--- src/rtl/afu_csr_pkg.sv ---
// rtl/afu_csr_pkg.sv - shared AFU CSR map, MMIO bus types and write-merge helper
//
// Purpose : register byte offsets, the DFH constant, the CTRL bit layout and the
//           reduced CCI-P MMIO request/response types used by the MMIO responder.
// Ports   : none (package).
// Config  : MMIO_CYCLE_CNT_EN - the CSR_CYCLE_CNT offset is only decoded when defined.

package afu_csr_pkg;

  // Byte offsets are the DWORD index shifted left by two.
  localparam int CSR_OFF_W = 18;
  typedef logic [CSR_OFF_W-1:0] t_csr_off;

  localparam t_csr_off CSR_DFH       = 18'h00;
  localparam t_csr_off CSR_ID_L      = 18'h08;
  localparam t_csr_off CSR_ID_H      = 18'h10;
  localparam t_csr_off CSR_SCRATCH   = 18'h28;
  localparam t_csr_off CSR_CTRL      = 18'h30;
  localparam t_csr_off CSR_BUF_ADDR  = 18'h38;
  localparam t_csr_off CSR_STATUS    = 18'h40;
  localparam t_csr_off CSR_CYCLE_CNT = 18'h48;

  // AFU type, end-of-list set, no next feature.
  localparam logic [63:0] CSR_DFH_VALUE = {4'h1, 8'h0, 4'h0, 7'h0, 1'b1, 24'h0, 16'h0};

  localparam logic [1:0] MMIO_LEN_4B = 2'b00;
  localparam logic [1:0] MMIO_LEN_8B = 2'b01;

  typedef struct packed {
    logic clear;   // bit 1
    logic start;   // bit 0
  } t_csr_ctrl;

  typedef struct packed {
    logic [15:0] address;  // DWORD index
    logic [1:0]  length;
    logic [8:0]  tid;
  } t_ccip_c0_req_mmio_hdr;

  typedef struct packed {
    t_ccip_c0_req_mmio_hdr hdr;
    logic [63:0]           data;
    logic                  mmio_rd_valid;
    logic                  mmio_wr_valid;
  } t_if_ccip_rx;

  typedef struct packed {
    logic [8:0] tid;
  } t_ccip_c2_rsp_mmio_hdr;

  typedef struct packed {
    t_ccip_c2_rsp_mmio_hdr hdr;
    logic                  mmio_rd_valid;
    logic [63:0]           data;
  } t_if_ccip_c2_tx;

  // Aligned 64-bit register offset addressed by a DWORD index.
  function automatic t_csr_off csr_word_off(input logic [15:0] dw_addr);
    return {dw_addr[15:1], 3'b000};
  endfunction

  // A 4B write carries its payload in data[31:0] and lands in the half picked by
  // address[0]; any other length replaces the whole register.
  function automatic logic [63:0] merge_write(input logic [63:0] old_val,
                                              input logic [63:0] wdata,
                                              input logic [1:0]  length,
                                              input logic        upper);
    logic [63:0] res;
    if (length != MMIO_LEN_4B) begin
      res = wdata;
    end else if (upper) begin
      res = {wdata[31:0], old_val[31:0]};
    end else begin
      res = {old_val[63:32], wdata[31:0]};
    end
    return res;
  endfunction

endpackage

--- src/rtl/mmio_csr_responder_if.sv ---
// rtl/mmio_csr_responder_if.sv - MMIO request/response bundle between host side and responder
//
// Purpose : carries the c0 MMIO request channel (rx) and the c2 read response channel (tx_c2).
// Signals : rx    - request header, write data, read/write valids (host -> responder)
//           tx_c2 - read response tid, valid, data (responder -> host)
// Modports: master drives rx and observes tx_c2; slave observes rx and drives tx_c2.

interface mmio_csr_responder_if;
  import afu_csr_pkg::*;

  t_if_ccip_rx    rx;
  t_if_ccip_c2_tx tx_c2;

  modport master (output rx, input tx_c2);
  modport slave  (input rx, output tx_c2);
endinterface

--- src/rtl/mmio_csr_responder.sv ---
// rtl/mmio_csr_responder.sv - AFU MMIO CSR decoder with a fixed two-cycle read pipeline
//
// Purpose : decodes MMIO reads/writes, holds SCRATCH/BUF_ADDR, pulses start/clear on CTRL
//           writes and returns read data two cycles after each accepted read.
// Ports   : clk      - rising-edge clock
//           rst_n    - asynchronous active-low reset
//           mmio     - slave side of mmio_csr_responder_if (rx request, tx_c2 response)
//           start    - one-cycle pulse after a CTRL write with bit0 set
//           clear    - one-cycle pulse after a CTRL write with bit1 set
//           buf_addr - BUF_ADDR register contents
//           busy     - AFU busy, read back in STATUS[0]
//           done     - AFU done, read back in STATUS[1]
// Config  : MMIO_CYCLE_CNT_EN - when defined, adds a free-running 64-bit cycle counter at 0x48
//           that any write to 0x48 zeroes; when undefined 0x48 is unmapped.

module mmio_csr_responder
  import afu_csr_pkg::*;
#(
  parameter logic [63:0] AFU_ID_L    = 64'h0,
  parameter logic [63:0] AFU_ID_H    = 64'h0,
  parameter logic [63:0] SCRATCH_RST = 64'h0
) (
  input  logic                        clk,
  input  logic                        rst_n,
  mmio_csr_responder_if.slave         mmio,
  output logic                        start,
  output logic                        clear,
  output logic [63:0]                 buf_addr,
  input  logic                        busy,
  input  logic                        done
);

  t_if_ccip_rx    rx;
  t_csr_off       req_off;
  logic           req_upper;

  logic [63:0]    scratch_q, scratch_d;
  logic [63:0]    buf_addr_q, buf_addr_d;
  t_csr_ctrl      ctrl_q, ctrl_d;

  logic [63:0]    rd_data;
  logic           s1_valid_q, s1_valid_d;
  logic [8:0]     s1_tid_q, s1_tid_d;
  logic [63:0]    s1_data_q, s1_data_d;
  t_if_ccip_c2_tx tx_q, tx_d;

`ifdef MMIO_CYCLE_CNT_EN
  logic [63:0]    cycle_cnt_q, cycle_cnt_d;
`endif

  assign rx        = mmio.rx;
  assign req_off   = csr_word_off(rx.hdr.address);
  assign req_upper = rx.hdr.address[0];

  // Register writes. CTRL defaults to zero every cycle, so its bits are single-cycle pulses.
  always_comb begin
    scratch_d  = scratch_q;
    buf_addr_d = buf_addr_q;
    ctrl_d     = '0;
    if (rx.mmio_wr_valid) begin
      case (req_off)
        CSR_SCRATCH:  scratch_d  = merge_write(scratch_q, rx.data, rx.hdr.length, req_upper);
        CSR_BUF_ADDR: buf_addr_d = merge_write(buf_addr_q, rx.data, rx.hdr.length, req_upper);
        CSR_CTRL: begin
          // A 4B write to the upper half of CTRL carries no start/clear bits.
          if (!(rx.hdr.length == MMIO_LEN_4B && req_upper)) begin
            ctrl_d = t_csr_ctrl'(rx.data[1:0]);
          end
        end
        default: ;
      endcase
    end
  end

`ifdef MMIO_CYCLE_CNT_EN
  always_comb begin
    cycle_cnt_d = cycle_cnt_q + 64'd1;
    if (rx.mmio_wr_valid && req_off == CSR_CYCLE_CNT) begin
      cycle_cnt_d = 64'h0;
    end
  end
`endif

  // Read mux, evaluated in the request cycle against the current register state. Muxing here
  // rather than one stage later means a read paired with a write in the same cycle returns
  // the pre-write value, while a write one cycle earlier is already visible.
  always_comb begin
    rd_data = 64'h0;
    case (req_off)
      CSR_DFH:       rd_data = CSR_DFH_VALUE;
      CSR_ID_L:      rd_data = AFU_ID_L;
      CSR_ID_H:      rd_data = AFU_ID_H;
      CSR_SCRATCH:   rd_data = scratch_q;
      CSR_BUF_ADDR:  rd_data = buf_addr_q;
      CSR_STATUS:    rd_data = {62'h0, done, busy};
`ifdef MMIO_CYCLE_CNT_EN
      CSR_CYCLE_CNT: rd_data = cycle_cnt_q;
`endif
      default:       rd_data = 64'h0;
    endcase
  end

  // Stage 1: capture the accepted read; idle slots carry zero tid/data.
  always_comb begin
    s1_valid_d = rx.mmio_rd_valid;
    s1_tid_d   = '0;
    s1_data_d  = 64'h0;
    if (rx.mmio_rd_valid) begin
      s1_tid_d  = rx.hdr.tid;
      s1_data_d = rd_data;
    end
  end

  // Stage 2: registered c2 response. No backpressure, so it simply follows stage 1.
  always_comb begin
    tx_d               = '0;
    tx_d.mmio_rd_valid = s1_valid_q;
    tx_d.hdr.tid       = s1_tid_q;
    tx_d.data          = s1_data_q;
  end

  always_ff @(posedge clk or negedge rst_n) begin
    if (!rst_n) begin
      scratch_q  <= SCRATCH_RST;
      buf_addr_q <= 64'h0;
      ctrl_q     <= '0;
      s1_valid_q <= 1'b0;
      s1_tid_q   <= '0;
      s1_data_q  <= 64'h0;
      tx_q       <= '0;
    end else begin
      scratch_q  <= scratch_d;
      buf_addr_q <= buf_addr_d;
      ctrl_q     <= ctrl_d;
      s1_valid_q <= s1_valid_d;
      s1_tid_q   <= s1_tid_d;
      s1_data_q  <= s1_data_d;
      tx_q       <= tx_d;
    end
  end

`ifdef MMIO_CYCLE_CNT_EN
  always_ff @(posedge clk or negedge rst_n) begin
    if (!rst_n) begin
      cycle_cnt_q <= 64'h0;
    end else begin
      cycle_cnt_q <= cycle_cnt_d;
    end
  end
`endif

  assign mmio.tx_c2 = tx_q;
  assign start      = ctrl_q.start;
  assign clear      = ctrl_q.clear;
  assign buf_addr   = buf_addr_q;

endmodule

--- src/flat_wrapper.sv ---
// flat-port wrapper written by rule: the top's interface ports become plain ports
module mmio_csr_responder_flat import afu_csr_pkg::*;
#(
  parameter logic [63:0] AFU_ID_L    = 64'h0,
  parameter logic [63:0] AFU_ID_H    = 64'h0,
  parameter logic [63:0] SCRATCH_RST = 64'h0
)
  (clk, rst_n, start, clear, buf_addr, busy, done, mmio_rx, mmio_tx_c2);
  mmio_csr_responder_if mmio_i ();
  input  logic clk;
  input  logic rst_n;
  output logic start;
  output logic clear;
  output logic [63:0] buf_addr;
  input  logic busy;
  input  logic done;
  input wire logic [$bits(mmio_i.rx)-1:0] mmio_rx;
  output wire logic [$bits(mmio_i.tx_c2)-1:0] mmio_tx_c2;
  assign mmio_i.rx = mmio_rx;
  assign mmio_tx_c2 = mmio_i.tx_c2;
  mmio_csr_responder #(.AFU_ID_L(AFU_ID_L), .AFU_ID_H(AFU_ID_H), .SCRATCH_RST(SCRATCH_RST)) u_core (.clk(clk), .rst_n(rst_n), .mmio(mmio_i), .start(start), .clear(clear), .buf_addr(buf_addr), .busy(busy), .done(done));
endmodule
--- config.mk ---
export PLATFORM = sky130hd
export DESIGN_NAME = mmio_csr_responder_flat
export DESIGN_NICKNAME = d
export VERILOG_FILES = /design/src/rtl/afu_csr_pkg.sv /design/src/rtl/mmio_csr_responder_if.sv /design/src/rtl/mmio_csr_responder.sv /design/src/flat_wrapper.sv
export SDC_FILE = /design/constraint.sdc
export NUM_CORES = 1
export LEC_CHECK = 0
export CAP_MARGIN = 40
export CORE_MARGIN = 5
export CORE_UTILIZATION = 50
export CTS_CLUSTER_DIAMETER = 80
export DETAILED_ROUTE_END_ITERATION = 6
export GPL_ROUTABILITY_DRIVEN = 0
export PLACE_DENSITY = 0.78
export SYNTH_ARGS = -nofsm -noshare
export SYNTH_HDL_FRONTEND = slang
export SYNTH_SLANG_ARGS = --single-unit
--- constraint.sdc ---
create_clock -name clk -period 1.3 [get_ports clk]
set_clock_uncertainty 0.05 [all_clocks]
set_input_delay 0.26 -clock clk [delete_from_list [all_inputs] [get_ports clk]]
set_output_delay 0.26 -clock clk [all_outputs]
set_load 0.02 [all_outputs]
==> key figures, run 1 <==
Synth
  – Sequential area share after synthesis: 0.6875
  – Post-Syn Area: 10,120 um2
  – Mapped Cells: ~730
  – Synth Warn #: 0
  – Syn Nets: slightly above 800
  – Avg Cell Area, Syn: between 10 and 15 um2
  – Synth top area share: 0.6875
  – Post-synthesis cell type count: 28
  – Top post-synthesis cells by area: dfrtp_1 (69%), mux2_2 (14%), a32oi_1 (5.2%), nand2_1 (2.5%), nor2_1 (2.5%)
  – Synth area leader: dfrtp_1
  – Synth Register Bits: roughly 280

Layout
  – Layout cell share with drive strength beyond 1: 0.5021
  – Area grow syn2layout: 65.12%
  – Most used cells in the layout excluding fill and tap cells: dfrtp_1 (278), buf_6 (167), buf_4 (157)
  – Most common cell after layout, fill and taps aside: dfrtp_1
  – FILL cells: between 900 and 1,000
  – Final instance area: about 17,000 um2
  – # nets final: 1,279

Run status
  – Status: finished, violations left
  – Violated checks: setup timing

STA
  – Period utilization: 1.441
  – RSZ-0062 raised after global routing: yes
  – Final setup violation count: 334
  – Slew Limit Fails: 0
  – Worst setup margin: -0.5731 ns
  – Slew headroom: 0.6876
  – Fmax: around 0.53 GHz
  – Worst slew pin tran: approximately 0.47 ns
  – Fin crit period: around 1.9 ns
  – Hold WS: 0.2007 ns
  – Fin. Hold Viols: 0

Clock network
  – Max H-tree Level: 1
  – Root Driver: clkbuf_16
  – CTS tree: done
  – Worst-Skew Late Latency: between 0.5 and 0.6 ns
  – Clk buf depth: 3
  – Clock tree sinks: around 280
  – Cts bufs inserted: 28
  – Clk pin slew, worst setup/hold paths: ~0.07 ns

Placed design
  – Hpwl dp: 19.81 mm
  – Port Buffers: 236
  – Area of placed instances: 13,950 um2
  – Pre-CTS setup slack: -1.251 ns

Setup path
  – CP max-delay cell: or4_4
  – Critical path arrival: around 2.3 ns
  – CP most frequent cell: buf_6
  – Setup Crit Path Kind: primary input to register
  – Critical path endpoint category: register
  – Cells along the critical path: buf_6 > or4_4 > buf_6 > buf_12 > nor4_4 > buf_4 > buf_8 > buf_6 > clkbuf_16 > a32oi_1 > nor2_1
  – Crit-path max cell delay: 0.54 ns
  – CP Launch Type: primary input
  – Worst-path maximum fanout: 5
  – CP required: around 1.7 ns

Floorplanning
  – Die X: 152.3 um
  – Initial Utilization: 0.5033
  – Cell Rows: between 50 and 60
  – Die H: around 150 um
  – I/O Pins: 237
  – Die area: ~23,000 um2
  – Core area: slightly above 20,000 um2

Route
  – Drt wl/cell: between 20 and 25 um
  – Total wire length: approximately 36 mm
  – 1st-iter DRT viols: 554
  – Antenna-violating nets left: 0
  – Initial DRT Pass Iterations: 5
  – Via/cell ratio: approximately 5.5
  – Vias: approximately 8,200
  – DRC viols: 0

GRT
  – First-pass GRT wire length: between 50 and 60 mm
  – Antenna violations before repair: 4
  – Vias in the first global route: 8,945
  – Largest net degree at the start of global routing: 48
  – Gr usage total: 0.2850
  – Gr ovfl total: 0

Job
  – Max-cap viol count: 0

Pwr
  – Peak supply drop: approximately 0.94 mV
  – Pwr/cell area: roughly 1100 nW/um2
  – Leak: slightly below 9 nW

Min path
  – Tightest Hold Check Type: primary input to asynchronous set/reset pin
-- logic make-up after synthesis --
| kind of cell | share of synthesized area |
|---|---|
| mux | 0.1425 |
| simple gates | 0.08940 |
| flops | 0.6875 |
| compound gates | 0.05911 |
| buf+inv | 0.02152 |
-- cell usage after synthesis --
master	count
nand3_1	34
and4_1	1
mux2_2	128
clkbuf_1	44
and2_1	11
nand2_1	68
buf_2	9
dfrtp_1	278
a2bb2oi_1	2
nand4b_1	1
a31oi_1	2
inv_1	2
o21ai_0	3
and3_1	2
nor4_2	1
nand4_1	2
nor4b_1	1
or2_2	1
nor3b_2	1
and4b_1	2
or4_1	2
a21oi_1	2
nor3_1	2
or3_1	2
a32oi_1	60
nor4_1	3
nor2_1	67
o2111ai_1	2
-- repair_timing --
| item | 4_1_cts | 5_1_grt |
|---|---|---|
| endpoints found under the hold margin | 266 | 0 |
| setup endpoints to repair | 334 | 334 |
| resized for setup | 951 | 57 |
| setup buffers | 57 | 28 |
| pin swaps | 32 | 51 |
| hold buffers | 1 | 0 |
| cloned | 21 | 8 |
-- registers in the layout (all words and copies together) (netlist names) --
register           cells
u_core.s1_data_q      64
u_core.s1_tid_q        9
u_core.clear           1
u_core.start           1
u_core.s1_valid_q      1
u_core.buf_addr       64
u_core.scratch_q      64
u_core.mmio.tx_c2     74
-- per-stage QoR --
step | total power [mW] | TNS (ns) | instances | utilization
final | 17.75 | -89.06 | 1478 | 0.8310
after global routing | 18.32 | -98.49 | 1477 | 0.8309
after CTS | 17.73 | -85.80 | 1454 | 0.8153
after detailed placement | 9.868 | -227.77 | 1326 | 0.6937
after global placement | 9.851 | -232.30 | 1326 | 0.6937
after floorplan | 9.062 | -147.14 | 733 | -
-- worst max-delay path, delay by kind of cell --
kind	cells	cell delay, ns
AOI/OAI and AO/OA	1	0.06
buffers and inverters	7	0.96
and+or+nand+nor	3	1.00
-- worst paths after layout --
| path | start | to | slack [ns] | cells after the start |
|---|---|---|---|---|
| worst max-delay path | mmio_rx[89] | u_core.s1_data_q[63]$_DFF_PN0_ | -0.57 | 11 |
| worst min-delay path | rst_n | u_core.mmio.tx_c2[9]$_DFF_PN0_ | 0.20 | 2 |
| worst max register to register | u_core.buf_addr[34]$_DFFE_PN0P_ | u_core.s1_data_q[34]$_DFF_PN0_ | 0.14 | 4 |
| worst min register to register | u_core.s1_data_q[55]$_DFF_PN0_ | u_core.mmio.tx_c2[55]$_DFF_PN0_ | 0.29 | 0 |
| max in group asynchronous | rst_n | u_core.mmio.tx_c2[13]$_DFF_PN0_ | 0.42 | 3 |
| min in group clk | mmio_rx[71] | u_core.s1_tid_q[5]$_DFF_PN0_ | 0.26 | 2 |
-- where the power goes --
part / switching [mW] / internal, mW
Sequential: 0.0132 / 8.68
Clock: 3.38 / 4.59
Combinational: 0.574 / 0.504
-- layout make-up --
class / count / area [um2] / share of cell area
Antenna cell: 5 / 12.51 / 0.0007489
Clock buffer: 42 / 864.6 / 0.05175
Clock inverter: 9 / 60.06 / 0.003595
Inverter: 2 / 7.507 / 0.0004493
Multi-Input combinational cell: 400 / 3359 / 0.2011
Sequential cell: 278 / 6957 / 0.4164
Tap cell: 270 / 337.8 / 0.02022
Timing Repair Buffer: 472 / 5109 / 0.3058
-- per-layer routing --
layer / up-vias / GRT usage / part of all wire
met2: 424 / 0.4860 / 0.51
met4: 0 / 0.1096 / 0.044
met5: - / 0 / 0
met1: 4124 / 0.3605 / 0.37
li1: 3525 / - / -
met3: 116 / 0.05907 / 0.071
No activity file was read; power rests on OpenSTA's default activity.
==> run 2, diff against run 1 <==
--- a/config.mk
+++ b/config.mk
@@ -10,8 +10,9 @@
 export CORE_UTILIZATION = 50
 export CTS_CLUSTER_DIAMETER = 80
 export DETAILED_ROUTE_END_ITERATION = 6
+export DONT_BUFFER_PORTS = 1
 export GPL_ROUTABILITY_DRIVEN = 0
-export PLACE_DENSITY = 0.78
+export PLACE_DENSITY = 0.63
 export SYNTH_ARGS = -nofsm -noshare
 export SYNTH_HDL_FRONTEND = slang
 export SYNTH_SLANG_ARGS = --single-unit
==> run 2 against run 1 <==
Effect of this change:
- the run ends with hold timing, setup timing left
- hold slack got worse by 0.84 ns
- sequential power hardly changed
- largest power group unchanged
- sequential share of layout area up 13 points
- combinational power is 52% lower
- largest cell class unchanged
- fmax grew 20%
- critical endpoint is now u_core.buf_addr[29]$_DFFE_PN0P_
- total power grew 0.53%
- die area unchanged
- highest routed layer unchanged
- global-route usage fell by 5.3 points
- first-iteration DRC count decreased by 18%
==> key figures, run 2 (synthesis results as in run 1) <==
Layout
  – Seq. cell area: 7123 um2 (+2.4%)
  – Final instance area: 13,120 um2 (-21%)
  – Antenna diodes: 0 (-5)
  – Most used cells in the layout excluding fill and tap cells: dfrtp_1 (145), dfrtp_2 (133), mux2_2 (127)
  – Max FFs per register: 74 (unchanged)
  – Layout cell share with drive strength beyond 1: 0.4432 (-0.05892)
  – Most common cell after layout, fill and taps aside: dfrtp_1
  – Area grow syn2layout: 29.64%
  – FILL cells: 1,420 (+45%)
  – Multi-input gate area: 3108 um2 (-7.5%)
  – # nets final: 937 (-27%)

GRT
  – Gr ovfl total: 0 (unchanged)
  – Antenna violations before repair: 0 (-4)
  – Gr usage total: 0.2318 (-0.05315)
  – Vias in the first global route: 7,123 (-20%)
  – First-pass GRT wire length: 42.53 mm (-18%)
  – Largest net degree at the start of global routing: 279 (+480%)

STA
  – Fmax: 0.6430 GHz (+20%)
  – Slew headroom: 0.6724 (-0.01520)
  – RSZ-0062 raised after global routing: yes
  – Period utilization: 1.196 (-0.2445)
  – Worst slew pin tran: 0.4897 ns (+0.02119 ns)
  – Fin. Hold Viols: 289 (+289)
  – Hold WS: -0.6345 ns (-0.8352 ns)
  – Slew Limit Fails: 0 (unchanged)
  – Final setup violation count: 260 (-22%)
  – Fin crit period: 1.555 ns (-0.3178 ns)
  – Setup tns final: -34.79 ns (+54.27 ns)
  – Worst setup margin: -0.2553 ns (+0.3178 ns)

Floorplanning
  – Die H: 152.3 um (unchanged)
  – Cell Rows: 52 (unchanged)
  – Die X: 152.3 um (unchanged)
  – Core area: 20,100 um2 (unchanged)
  – I/O Pins: 237 (unchanged)
  – Initial Utilization: 0.5033 (unchanged)
  – Die area: 23,180 um2 (unchanged)

Route
  – Routed length on met3: 2.657 mm (+5.0%)
  – Vias: 6,610 (-19%)
  – Top layer in use: met4
  – Initial DRT Pass Iterations: 7 (+2)
  – Total wire length: 28.49 mm (-20%)
  – DRC viols: 0 (unchanged)
  – Met1 wire length: 10.87 mm (-18%)
  – Via/cell ratio: 5.839 (+5.4%)
  – Routed met2 length: 14.06 mm (-23%)
  – Antenna-violating nets left: 0 (unchanged)
  – Drt wl/cell: 25.17 um (+4.6%)
  – 1st-iter DRT viols: 454 (-18%)

Pwr
  – Leak: 6.141 nW (-30%)
  – Pwr/cell area: 1360 nW/um2 (+28%)
  – Peak supply drop: 1.197 mV (+27%)
  – Pwr Total: 17.84 mW (+0.53%)

Clock network
  – Worst-Skew Late Latency: 0.54 ns (about the same)
  – Clk buf depth: 3 (unchanged)
  – Max H-tree Level: 1 (unchanged)
  – Cts bufs inserted: 28 (unchanged)
  – Clock tree sinks: 278 (unchanged)
  – Clk pin slew, worst setup/hold paths: 0.06 ns (about the same)
  – CTS tree: done
  – Root Driver: clkbuf_16

Setup path
  – CP required: 1.67 ns (-0.04 ns)
  – Crit-path max cell delay: 0.58 ns (+0.04 ns)
  – Worst-path maximum fanout: 8 (+3)
  – Crit path buffers/inverters: 3 (-4)
  – Critical path endpoint category: register
  – Critical path arrival: 1.92 ns (-0.36 ns)
  – CP top delay family: simple AND/OR/NAND/NOR gates
  – Startpoint of the worst register-to-register path: u_core.scratch_q[0]$_DFFE_PN0P_
  – Cells along the critical path: or4_4 > nor3b_4 > buf_6 > nand4_1 > buf_6 > clkbuf_16 > mux2_2
  – CP startpoint: mmio_rx[92]
  – CP most frequent cell: buf_6
  – CP Launch Type: primary input
  – CP max-delay cell: or4_4
  – Setup Crit Path Kind: primary input to register

Min path
  – Tightest Hold Check Type: primary input to asynchronous set/reset pin

Placed design
  – Hpwl dp: 16.28 mm (-18%)
  – Port Buffers: 0 (-100%)
  – Pre-CTS setup slack: -0.8313 ns (+0.4201 ns)
  – Area of placed instances: 10,660 um2 (-24%)

Job
  – Max-cap viol count: 0 (unchanged)

Run status
  – Violated checks: hold timing, setup timing
  – Status: finished, violations left
[run 2: cell types whose count changed in the layout (fill, tap and decap cells not counted), sizes merged]
cell           change
buf              -331
clkdlybuf4s50     -80
dlygate4sd3       +77
clkbuf             -8
bufinv             +5
diode              -5
dlygate4sd2        -4
clkinvlp           +3
clkdlybuf4s15      -2
dlymetal6s2s       -2
dlymetal6s4s       +1
[run 2: timing repair]
| action | CTS | global route |
|---|---|---|
| pin swaps | 4 | 27 |
| gates cloned | 7 | 6 |
| hold endpoints to repair | 420 | 287 |
| gates resized for setup | 135 | 40 |
| hold buffers | 78 | 1 |
| setup endpoints to repair | 332 | 332 |
| setup buffers | 8 | 7 |
[run 2: final timing paths]
path | to | slack [ns] | cells past startpoint
worst max-delay path | u_core.buf_addr[29]$_DFFE_PN0P_ | -0.26 | 7
worst min-delay path | u_core.mmio.tx_c2[7]$_DFF_PN0_ | -0.63 | 0
worst max register to register | u_core.s1_data_q[0]$_DFF_PN0_ | 0.20 | 4
worst min register to register | u_core.mmio.tx_c2[56]$_DFF_PN0_ | 0.29 | 0
max in group asynchronous | u_core.buf_addr[17]$_DFFE_PN0P_ | 1.49 | 0
min in group clk | u_core.buf_addr[47]$_DFFE_PN0P_ | -0.03 | 3
[run 2: final cells by class]
type	count	share of cell area
Sequential cell	278	0.5430
Multi-Input combinational cell	400	0.2369
Inverter	2	0.0005723
Clock inverter	17	0.01746
Timing Repair Buffer	130	0.1163
Tap cell	270	0.02575
Clock buffer	35	0.06000
[run 2: worst register-to-register path: cells and delay by family, from the launching register on]
kind	cells	cell delay [ns]
AND/OR/NAND/NOR	2	0.24
AO/OA/AOI/OAI	2	0.31
flip-flops	1	0.38
[run 2: metrics by stage]
step / utilization / std cells
finish: 0.6525 / 1132
global placement: 0.5303 / 978
detailed placement: 0.5303 / 978
global route: 0.6525 / 1132
CTS: 0.6421 / 1123
floorplan: - / 733
[run 2: power breakdown]
part	internal, mW	total [mW]	switching, mW
clock	5.28	8.61	3.32
sequential	8.69	8.72	0.0354
combinational	0.251	0.514	0.263
[run 2: metal layers]
metal  GRT usage  vias to the layer above
li1            -                     2817
met5           0                        -
met3     0.07498                       66
met2      0.3872                      305
met1      0.2867                     3422
met4     0.08005                        0
